[src/rtl/jx2_ex_addsub_pipe.sv]
`default_nettype none
// ============================================================================
// Module   : jx2_ex_addsub_pipe
// Purpose  : Two-stage pipelined 64-bit add/subtract/compare unit for the Jx2
//            execute path.
//            Stage 1 latches the operands, conditions B (B or ~B) and forms
//            the carry-in.
//            Stage 2 runs a carry-select adder built from 16-bit blocks and
//            registers the result, compare flag and carry.
// Ports    : clock    - sole clock, rising edge
//            reset    - synchronous, active-high
//            exHold   - freezes both stages and the carry register
//            opValid  - issue strobe for opCmd/opValA/opValB
//            opCmd    - 000 NOP 001 ADD 010 SUB 011 ADC 100 SBB
//                       101 CMPEQ 110 CMPGT(signed) 111 CMPHI(unsigned)
//            opValA   - operand A (64 bits)
//            opValB   - operand B (64 bits)
//            resValid - result valid (stage 2)
//            resVal   - result; {63'b0, T} for compares
//            resT     - compare flag, 0 for arithmetic ops
//            resCarry - carry/borrow register value
// Config   : JX2_ALU_ADDCARRY_EN - enables ADC/SBB, the carry register and
//            stage-2 to stage-1 carry forwarding. When undefined, 011/100
//            behave as ADD/SUB and resCarry is tied to 0.
// Revision : 1.0 - initial release
// ============================================================================
module jx2_ex_addsub_pipe (
  input  logic        clock,
  input  logic        reset,
  input  logic        exHold,
  input  logic        opValid,
  input  logic [2:0]  opCmd,
  input  logic [63:0] opValA,
  input  logic [63:0] opValB,
  output logic        resValid,
  output logic [63:0] resVal,
  output logic        resT,
  output logic        resCarry
);

  localparam logic [2:0] c_cmd_nop   = 3'b000;
  localparam logic [2:0] c_cmd_add   = 3'b001;
  localparam logic [2:0] c_cmd_sub   = 3'b010;
  localparam logic [2:0] c_cmd_adc   = 3'b011;
  localparam logic [2:0] c_cmd_sbb   = 3'b100;
  localparam logic [2:0] c_cmd_cmpeq = 3'b101;
  localparam logic [2:0] c_cmd_cmpgt = 3'b110;
  localparam logic [2:0] c_cmd_cmphi = 3'b111;

  // Stage 1 registers
  logic        s1_valid_q, s1_valid_d;
  logic [2:0]  s1_cmd_q,   s1_cmd_d;
  logic [63:0] s1_a_q,     s1_a_d;
  logic [63:0] s1_b_q,     s1_b_d;
  logic        s1_cin_q,   s1_cin_d;

  // Stage 2 (output) registers
  logic        res_valid_q, res_valid_d;
  logic [63:0] res_val_q,   res_val_d;
  logic        res_t_q,     res_t_d;

  // Carry register next value; also the forwarded carry for stage 1
  logic        carry_d;

  // --------------------------------------------------------------------------
  // Stage 2 adder: 16-bit blocks with precomputed +0 / +1 sums
  // --------------------------------------------------------------------------
  logic [16:0] w_blk_s0 [4];
  logic [16:0] w_blk_s1 [4];

  for (genvar gi = 0; gi < 4; gi++) begin : g_blk
    assign w_blk_s0[gi] = {1'b0, s1_a_q[gi*16 +: 16]} + {1'b0, s1_b_q[gi*16 +: 16]};
    assign w_blk_s1[gi] = {1'b0, s1_a_q[gi*16 +: 16]} + {1'b0, s1_b_q[gi*16 +: 16]} + 17'd1;
  end

  logic [63:0] w_sum;
  logic        w_c;
  logic        w_z;
  logic        w_n;
  logic        w_v;

  // Block carry ripples only through the select muxes
  always_comb begin
    logic w_blk_c;
    w_sum   = '0;
    w_blk_c = s1_cin_q;
    for (int i = 0; i < 4; i++) begin
      w_sum[i*16 +: 16] = w_blk_c ? w_blk_s1[i][15:0] : w_blk_s0[i][15:0];
      w_blk_c           = w_blk_c ? w_blk_s1[i][16]   : w_blk_s0[i][16];
    end
    w_c = w_blk_c;
  end

  assign w_z = (w_sum == 64'd0);
  assign w_n = w_sum[63];
  assign w_v = (s1_a_q[63] == s1_b_q[63]) && (w_n != s1_a_q[63]);

  // --------------------------------------------------------------------------
  // Carry register
  // --------------------------------------------------------------------------
`ifdef JX2_ALU_ADDCARRY_EN
  logic carry_q;

  // ADC stores the carry, SBB stores the borrow (inverted carry).
  always_comb begin
    carry_d = carry_q;
    if (!exHold && s1_valid_q) begin
      if (s1_cmd_q == c_cmd_adc) begin
        carry_d = w_c;
      end else if (s1_cmd_q == c_cmd_sbb) begin
        carry_d = !w_c;
      end
    end
  end

  always_ff @(posedge clock) begin
    if (reset) begin
      carry_q <= 1'b0;
    end else begin
      carry_q <= carry_d;
    end
  end

  assign resCarry = carry_q;
`else
  assign carry_d  = 1'b0;
  assign resCarry = 1'b0;
`endif

  // --------------------------------------------------------------------------
  // Stage 1: operand conditioning
  // --------------------------------------------------------------------------
  always_comb begin
    s1_valid_d = s1_valid_q;
    s1_cmd_d   = s1_cmd_q;
    s1_a_d     = s1_a_q;
    s1_b_d     = s1_b_q;
    s1_cin_d   = s1_cin_q;
    if (!exHold) begin
      s1_valid_d = opValid && (opCmd != c_cmd_nop);
      s1_cmd_d   = opCmd;
      s1_a_d     = opValA;
      s1_b_d     = opValB;
      s1_cin_d   = 1'b0;
      case (opCmd)
        c_cmd_sub, c_cmd_cmpeq, c_cmd_cmpgt, c_cmd_cmphi: begin
          s1_b_d   = ~opValB;
          s1_cin_d = 1'b1;
        end
        // carry_d is the post-edge carry value, so a back-to-back ADC/SBB
        // sees the carry produced by the op currently in stage 2.
        c_cmd_adc: begin
          s1_cin_d = carry_d;
        end
        c_cmd_sbb: begin
          s1_b_d   = ~opValB;
`ifdef JX2_ALU_ADDCARRY_EN
          s1_cin_d = !carry_d;
`else
          s1_cin_d = 1'b1;
`endif
        end
        default: begin
          s1_cin_d = 1'b0;
        end
      endcase
    end
  end

  // --------------------------------------------------------------------------
  // Stage 2: result selection
  // --------------------------------------------------------------------------
  always_comb begin
    res_valid_d = res_valid_q;
    res_val_d   = res_val_q;
    res_t_d     = res_t_q;
    if (!exHold) begin
      res_valid_d = s1_valid_q;
      if (s1_valid_q) begin
        case (s1_cmd_q)
          c_cmd_cmpeq: res_t_d = w_z;
          c_cmd_cmpgt: res_t_d = !w_z && (w_n == w_v);
          c_cmd_cmphi: res_t_d = w_c && !w_z;
          default:     res_t_d = 1'b0;
        endcase
        case (s1_cmd_q)
          c_cmd_cmpeq, c_cmd_cmpgt, c_cmd_cmphi: res_val_d = {63'd0, res_t_d};
          default:                               res_val_d = w_sum;
        endcase
      end
    end
  end

  always_ff @(posedge clock) begin
    if (reset) begin
      s1_valid_q  <= 1'b0;
      s1_cmd_q    <= c_cmd_nop;
      s1_a_q      <= '0;
      s1_b_q      <= '0;
      s1_cin_q    <= 1'b0;
      res_valid_q <= 1'b0;
      res_val_q   <= '0;
      res_t_q     <= 1'b0;
    end else begin
      s1_valid_q  <= s1_valid_d;
      s1_cmd_q    <= s1_cmd_d;
      s1_a_q      <= s1_a_d;
      s1_b_q      <= s1_b_d;
      s1_cin_q    <= s1_cin_d;
      res_valid_q <= res_valid_d;
      res_val_q   <= res_val_d;
      res_t_q     <= res_t_d;
    end
  end

  assign resValid = res_valid_q;
  assign resVal   = res_val_q;
  assign resT     = res_t_q;

endmodule
`default_nettype wire

[config.mk]
export PLATFORM = sky130hd
export DESIGN_NAME = jx2_ex_addsub_pipe
export DESIGN_NICKNAME = d
export VERILOG_FILES = /design/src/rtl/jx2_ex_addsub_pipe.sv
export SDC_FILE = /design/constraint.sdc
export NUM_CORES = 1
export LEC_CHECK = 0
export BUFFER_PORTS_ARGS = -buffer_cell sky130_fd_sc_hd__buf_4
export CORE_UTILIZATION = 30
export CTS_CLUSTER_DIAMETER = 150
export DETAILED_ROUTE_END_ITERATION = 7
export HOLD_SLACK_MARGIN = 0.06
export SKIP_CTS_REPAIR_TIMING = 1
export SYNTH_ARGS = -nofsm -noshare
export SYNTH_HDL_FRONTEND = slang
export SYNTH_SLANG_ARGS = --single-unit
[constraint.sdc]
create_clock -name clock -period 5.8 [get_ports clock]
set_input_delay 0.29 -clock clock [delete_from_list [all_inputs] [get_ports clock]]
set_output_delay 0.29 -clock clock [all_outputs]
set_load 0.01 [all_outputs]
* Word level (Yosys, flattened, before mapping)
Cells that the tools add are included.
** Storage, ports and cells
- Flip-flop bits (word level) :: 199
- Output and inout bits :: 67
- Logic and storage cells :: 51
** Cells by class
- $add $sub $neg :: 8
- Eq/ne operators :: 11
- Multiplexer cells :: 12
- Bitwise logic cells :: 2
- Reductions and logical operators :: 10
** Operators with widths (count)
- $mux W64 :: 2
- $add A16 B16 Y17 :: 4
- $add A17 B1 Y17 const B :: 4
- $logic_not A64 Y1 :: 1
- $mux W16 :: 4
- $not A64 Y64 :: 1
- $eq A3 B3 Y1 const B :: 7
- $mux W1 :: 5
- $reduce_or A5 Y1 :: 1
- $logic_and A1 B1 Y1 :: 4
- $eq A3 B2 Y1 const B :: 1
- $pmux W1 S3 :: 1
- $reduce_bool A3 Y1 :: 1
- $reduce_or A3 Y1 :: 1
- $eq A1 B1 Y1 :: 2
- $reduce_and A2 Y1 :: 1
- $logic_not A1 Y1 :: 1
- $ne A1 B1 Y1 :: 1
- $not A1 Y1 :: 1

* Logic depth before layout (Yosys ltp)
- Depth after elaboration :: 12
- Gate-level depth with buffers :: 22
- Mapped depth without buffers :: 20

* Worst setup path before layout
Ideal clock, no wire load.
- Kind :: register -> register
- From :: reg s1_a_q[0]
- To :: reg res_t_q, in the netlist resT
- Data arrival time :: 4766 ps
- Setup slack :: 948 ps
- Stages on the path, launching flop included :: 22
- Buffers on the path :: 1
- Clock period less this slack :: 4852 ps
- Path through :: dfxtp_1 -> ha_1 -> inv_1 -> fa_1 -> inv_1 -> ha_1 -> nand2_1 -> nor3_1 -> mux2i_1 -> nor4_2 -> nand4b_1 -> nor4_4 -> mux2i_2 -> or3_1 -> buf_2 -> a41oi_4 -> nor4_1 -> mux2i_1 -> a2111o_1 -> nor4b_2 -> a21boi_0 -> a221oi_2
** Between the ends
- Longest elaborated chain between the ends :: 11
- Elaborated cells between the ends (all ways) :: 18
** Ends and longest elaborated chain
- start: declaration :: line 53 : logic [63:0] s1_a_q, s1_a_d;
- start signal: assignment :: line 198 : s1_a_q <= '0;
- start signal: assignment :: line 207 : s1_a_q <= s1_a_d;
- $add A16 B16 Y17 * :: line 72, 73
- parallel branches: the longest is 9 deep, another holds $add A17 B1 Y17
- $pmux W1 S3 * :: line 180 : case (s1_cmd_q)
- end signal: assignment :: line 212 : res_t_q <= res_t_d;
- end: declaration :: line 60 : logic res_t_q, res_t_d;
Every way passes the cells marked *.
A chain may end at the register's enable or synchronous reset.

* Worst setup path after layout
- From :: reg s1_a_q[0]
- To :: reg res_val_q[0], in the netlist resVal[0]
** Between the ends
- Longest elaborated chain between the ends :: 12
- Elaborated cells between the ends (all ways) :: 19
** Ends and longest elaborated chain
- $add A16 B16 Y17 * :: line 72, 73
- parallel branches: the longest is 10 deep, another holds $add A17 B1 Y17
- $mux W64 * :: line 186 : case (s1_cmd_q)
- end signal: assignment :: line 211 : res_val_q <= res_val_d;
- end: declaration :: line 59 : logic [63:0] res_val_q, res_val_d;
Marked as above.

==> out/results.tsv <==
stage	metric	value	unit
die	Core ar.	42400	sq um
critical_path	Worst Setup End Kind	flop	
clocking	cts bufs inserted	17	
placed_design	Final GP Congestion	0.924	
clocking	latest clock arrival within the worst-skew pair	470	ps
power	sequential share of power	41.3	%
power	Final Power	3.59	mW
placed_design	number of I/O port buffers	200	
logic_synthesis	syn_area_per_cell	8.04	sq um
logic_synthesis	Yosys cell types	88	
finish	fill count	4424	
routing	drc violations	0	
worst_hold_path	worst hold path class	primary input to flop	
clocking	H-tree depth	4	
routing	Avg Vias per Cell	4.96	
power	Clk pwr share	33.7	%
grt	largest net degree at the start of global routing	119	
grt	gr ovfl total	0	
sta	RSZ-0062 raised after global routing	no	
sta	clock skew	18.3	ps
finish	register area	3980	sq um
clocking	clk buf depth	2	
routing	Vias	11900	
critical_path	critical path class	flop to flop	
routing	final WL	36.5	mm
placed_design	post-DP HPWL	27.2	mm
sta	final setup fails	0	
critical_path	CP top delay family	simple AND/OR/NAND/NOR gates	
routing	1st-iter DRT viols	617	
sta	slew of the pin with the lowest slew margin	940	ps
finish	final net count	2006	
die	die area	44300	sq um
routing	WL per Instance	15.3	um
logic_synthesis	synthesized flop and latch total	199	
logic_synthesis	top cell type's share of synthesized area	30.6	%
die	die width	210	um
logic_synthesis	most common cell in the netlist	nor2_1	
critical_path	Setup crit start kind	flop	
grt	first-pass GRT wire length	58.0	mm
finish	layout cells sized above 1	16.5	%
placed_design	Inst Count DP	2319	
logic_synthesis	Post-Syn Area	13000	sq um
power	pwr dens	224	nW/um^2
routing	Post-DRT Antenna Nets	0	
logic_synthesis	predominant post-synthesis flop cell	dfxtp_1	
critical_path	Critical Path AT	5820	ps
critical_path	WP buf/inv	5	
logic_synthesis	Synth warnings	0	
critical_path	Max FO, Critical Path	5	
clocking	CTS tree	done	
die	Rows	75	
sta	Slew Viols, Final	0	
sta	Slew HR	37.3	%
sta	fin crit share	94.0	%
die	io pins	202	
power	Switching Share	31.4	%
power	leakage power	6.83	nW
grt	total track usage	16.3	%
finish	Multi-input gate area	8650	sq um
power	Net Switching	1.13	mW
sta	minimum clock period	5450	ps
sta	hold_ws	51.6	ps
finish	number of diodes	0	
logic_synthesis	synth top area cells	dfxtp_1 31%, nor2_1 9.5%, xor2_1 6.7%	
die	Die Y-Extent	210	um
clocking	# clock sinks	199	
logic_synthesis	post-synthesis cell count	1621	
logic_synthesis	most frequent cells after synthesis	331 x nor2_1, 199 x dfxtp_1, 123 x a21oi_1	
power	Max VDD drop	0.000162	V
clocking	Clock Tree Root	clkbuf_16	
sta	Final Hold Vio Count	0	
critical_path	crit-path cells	ha_1, inv_1, fa_1, inv_1, ha_1, nand2_1, nor3_1, mux2i_1, nor4_2, nand4b_1, nor4_4, buf_4, mux2i_4, buf_4, nor2b_1, mux2i_1, or4b_1, nor4b_2, buf_4, nand4_1, nor4b_4, a21oi_1, a211oi_1	
status	outcome	completed	
clocking	Worst-path clk slew	80	ps
logic_synthesis	post-synth top area cell	dfxtp_1	
critical_path	slowest cell on the critical path	fa_1	
grt	initial antenna violation count	0	
critical_path	critical path's most frequent cell	buf_4	
routing	TritonRoute pass-1 iters	5	
sta	post-route setup TNS	0	ps
finish	fin cells	2389	
logic_synthesis	EDFF count, synth	0	
logic_synthesis	register area share after synthesis	30.6	%
critical_path	CP peak stage delay	480	ps
sta	Achievable Freq	183	MHz
finish	P&R area growth vs syn	23.1	%
grt	vias in the first global route	11100	
logic_synthesis	Synthesized Nets	1828	
power	internal power	2.47	mW
critical_path	worst path required time	6170	ps
logic_synthesis	Post-synth ARST share	0	%
run	max-cap violation count	0	
power	combinational fraction of design power	25.0	%
die	Starting Density	30.7	%
==> power by group through the flow <==
stage               clock network [mW]  logic (mW)  registers, mW
floorplan                            0       0.628           1.50
global placement                     0       0.860           1.52
detailed placement                   0       0.872           1.52
CTS                               1.25       0.878           1.49
global route                      1.31       0.998           1.49
finish                            1.21       0.898           1.48
==> worst paths after layout <==
kind | endpoint | slack (ps) | cells past startpoint | start
max reg2reg | resVal[0] | 350 | 23 | s1_a_q[0]
min reg2reg | resValid | 470 | 2 | resValid
min | s1_a_q[34] | 50 | 3 | opValA[34]
max | resVal[0] | 350 | 23 | s1_a_q[0]
==> layout make-up <==
class / instances / area share (%)
Clock inverter: 14 / 0.921
Multi-Input combinational cell: 1297 / 53.9
Tap cell: 577 / 4.50
Sequential cell: 199 / 24.8
Inverter: 31 / 0.726
Timing Repair Buffer: 253 / 12.4
Clock buffer: 18 / 2.68
==> placed cells by master, fill, tap and decap left out, drive strengths merged, types with 6 or more instances in the layout <==
master / count
nor2: 331
buf: 220
dfxtp: 199
a21oi: 124
xor2: 99
xnor2: 80
mux2i: 78
nand2: 70
ha: 68
a22oi: 62
nor3: 44
o21ai: 42
nand3: 41
inv: 36
dlygate4sd3: 33
a21o: 19
clkbuf: 18
nand4: 17
and3: 14
nor2b: 13
and2: 13
a211oi: 13
nand2b: 12
o21a: 11
o22ai: 9
nor4: 9
or3: 8
and4: 7
o211ai: 7
or2: 7
nor3b: 6
nor4b: 6
==> metrics by stage <==
step,util (%),cell area [sq um],worst slack (ps)
2_1_floorplan,-,13000,948
3_3_place_gp,35.4,15000,147
3_5_place_dp,35.4,15000,-90.5
4_1_cts,36.8,15600,-152
5_1_grt,37.8,16000,5.45
6_report,37.8,16000,346
==> sequential cells by signal, summed over array words and instances (netlist names) <==
signal / flops
resT: 1
resVal: 64
resValid: 1
s1_a_q: 64
s1_b_q: 64
s1_cin_q: 1
s1_cmd_q: 3
s1_valid_q: 1
==> logic make-up after synthesis <==
logic type / share of synthesized area (%)
simple gates: 22.3
fa+ha+maj: 7.14
other cells: 0.0288
flops: 30.6
buf+inv: 3.79
mux: 6.48
compound gates: 17.6
xor+xnor: 12.0
==> per-layer routing <==
metal  track usage [%]  wire (um)  vias up
li1                  -          -     6056
met1              21.5      17200     5524
met2              27.0      17200      237
met3              3.22       1460       35
met4              4.90        587        0
met5                 0          0        -
==> tightest hold or removal path: stages <==
cell     delay, ps
buf_4           80
mux2i_1         50
nor2_1          70
(Power assumes the default switching activity.)
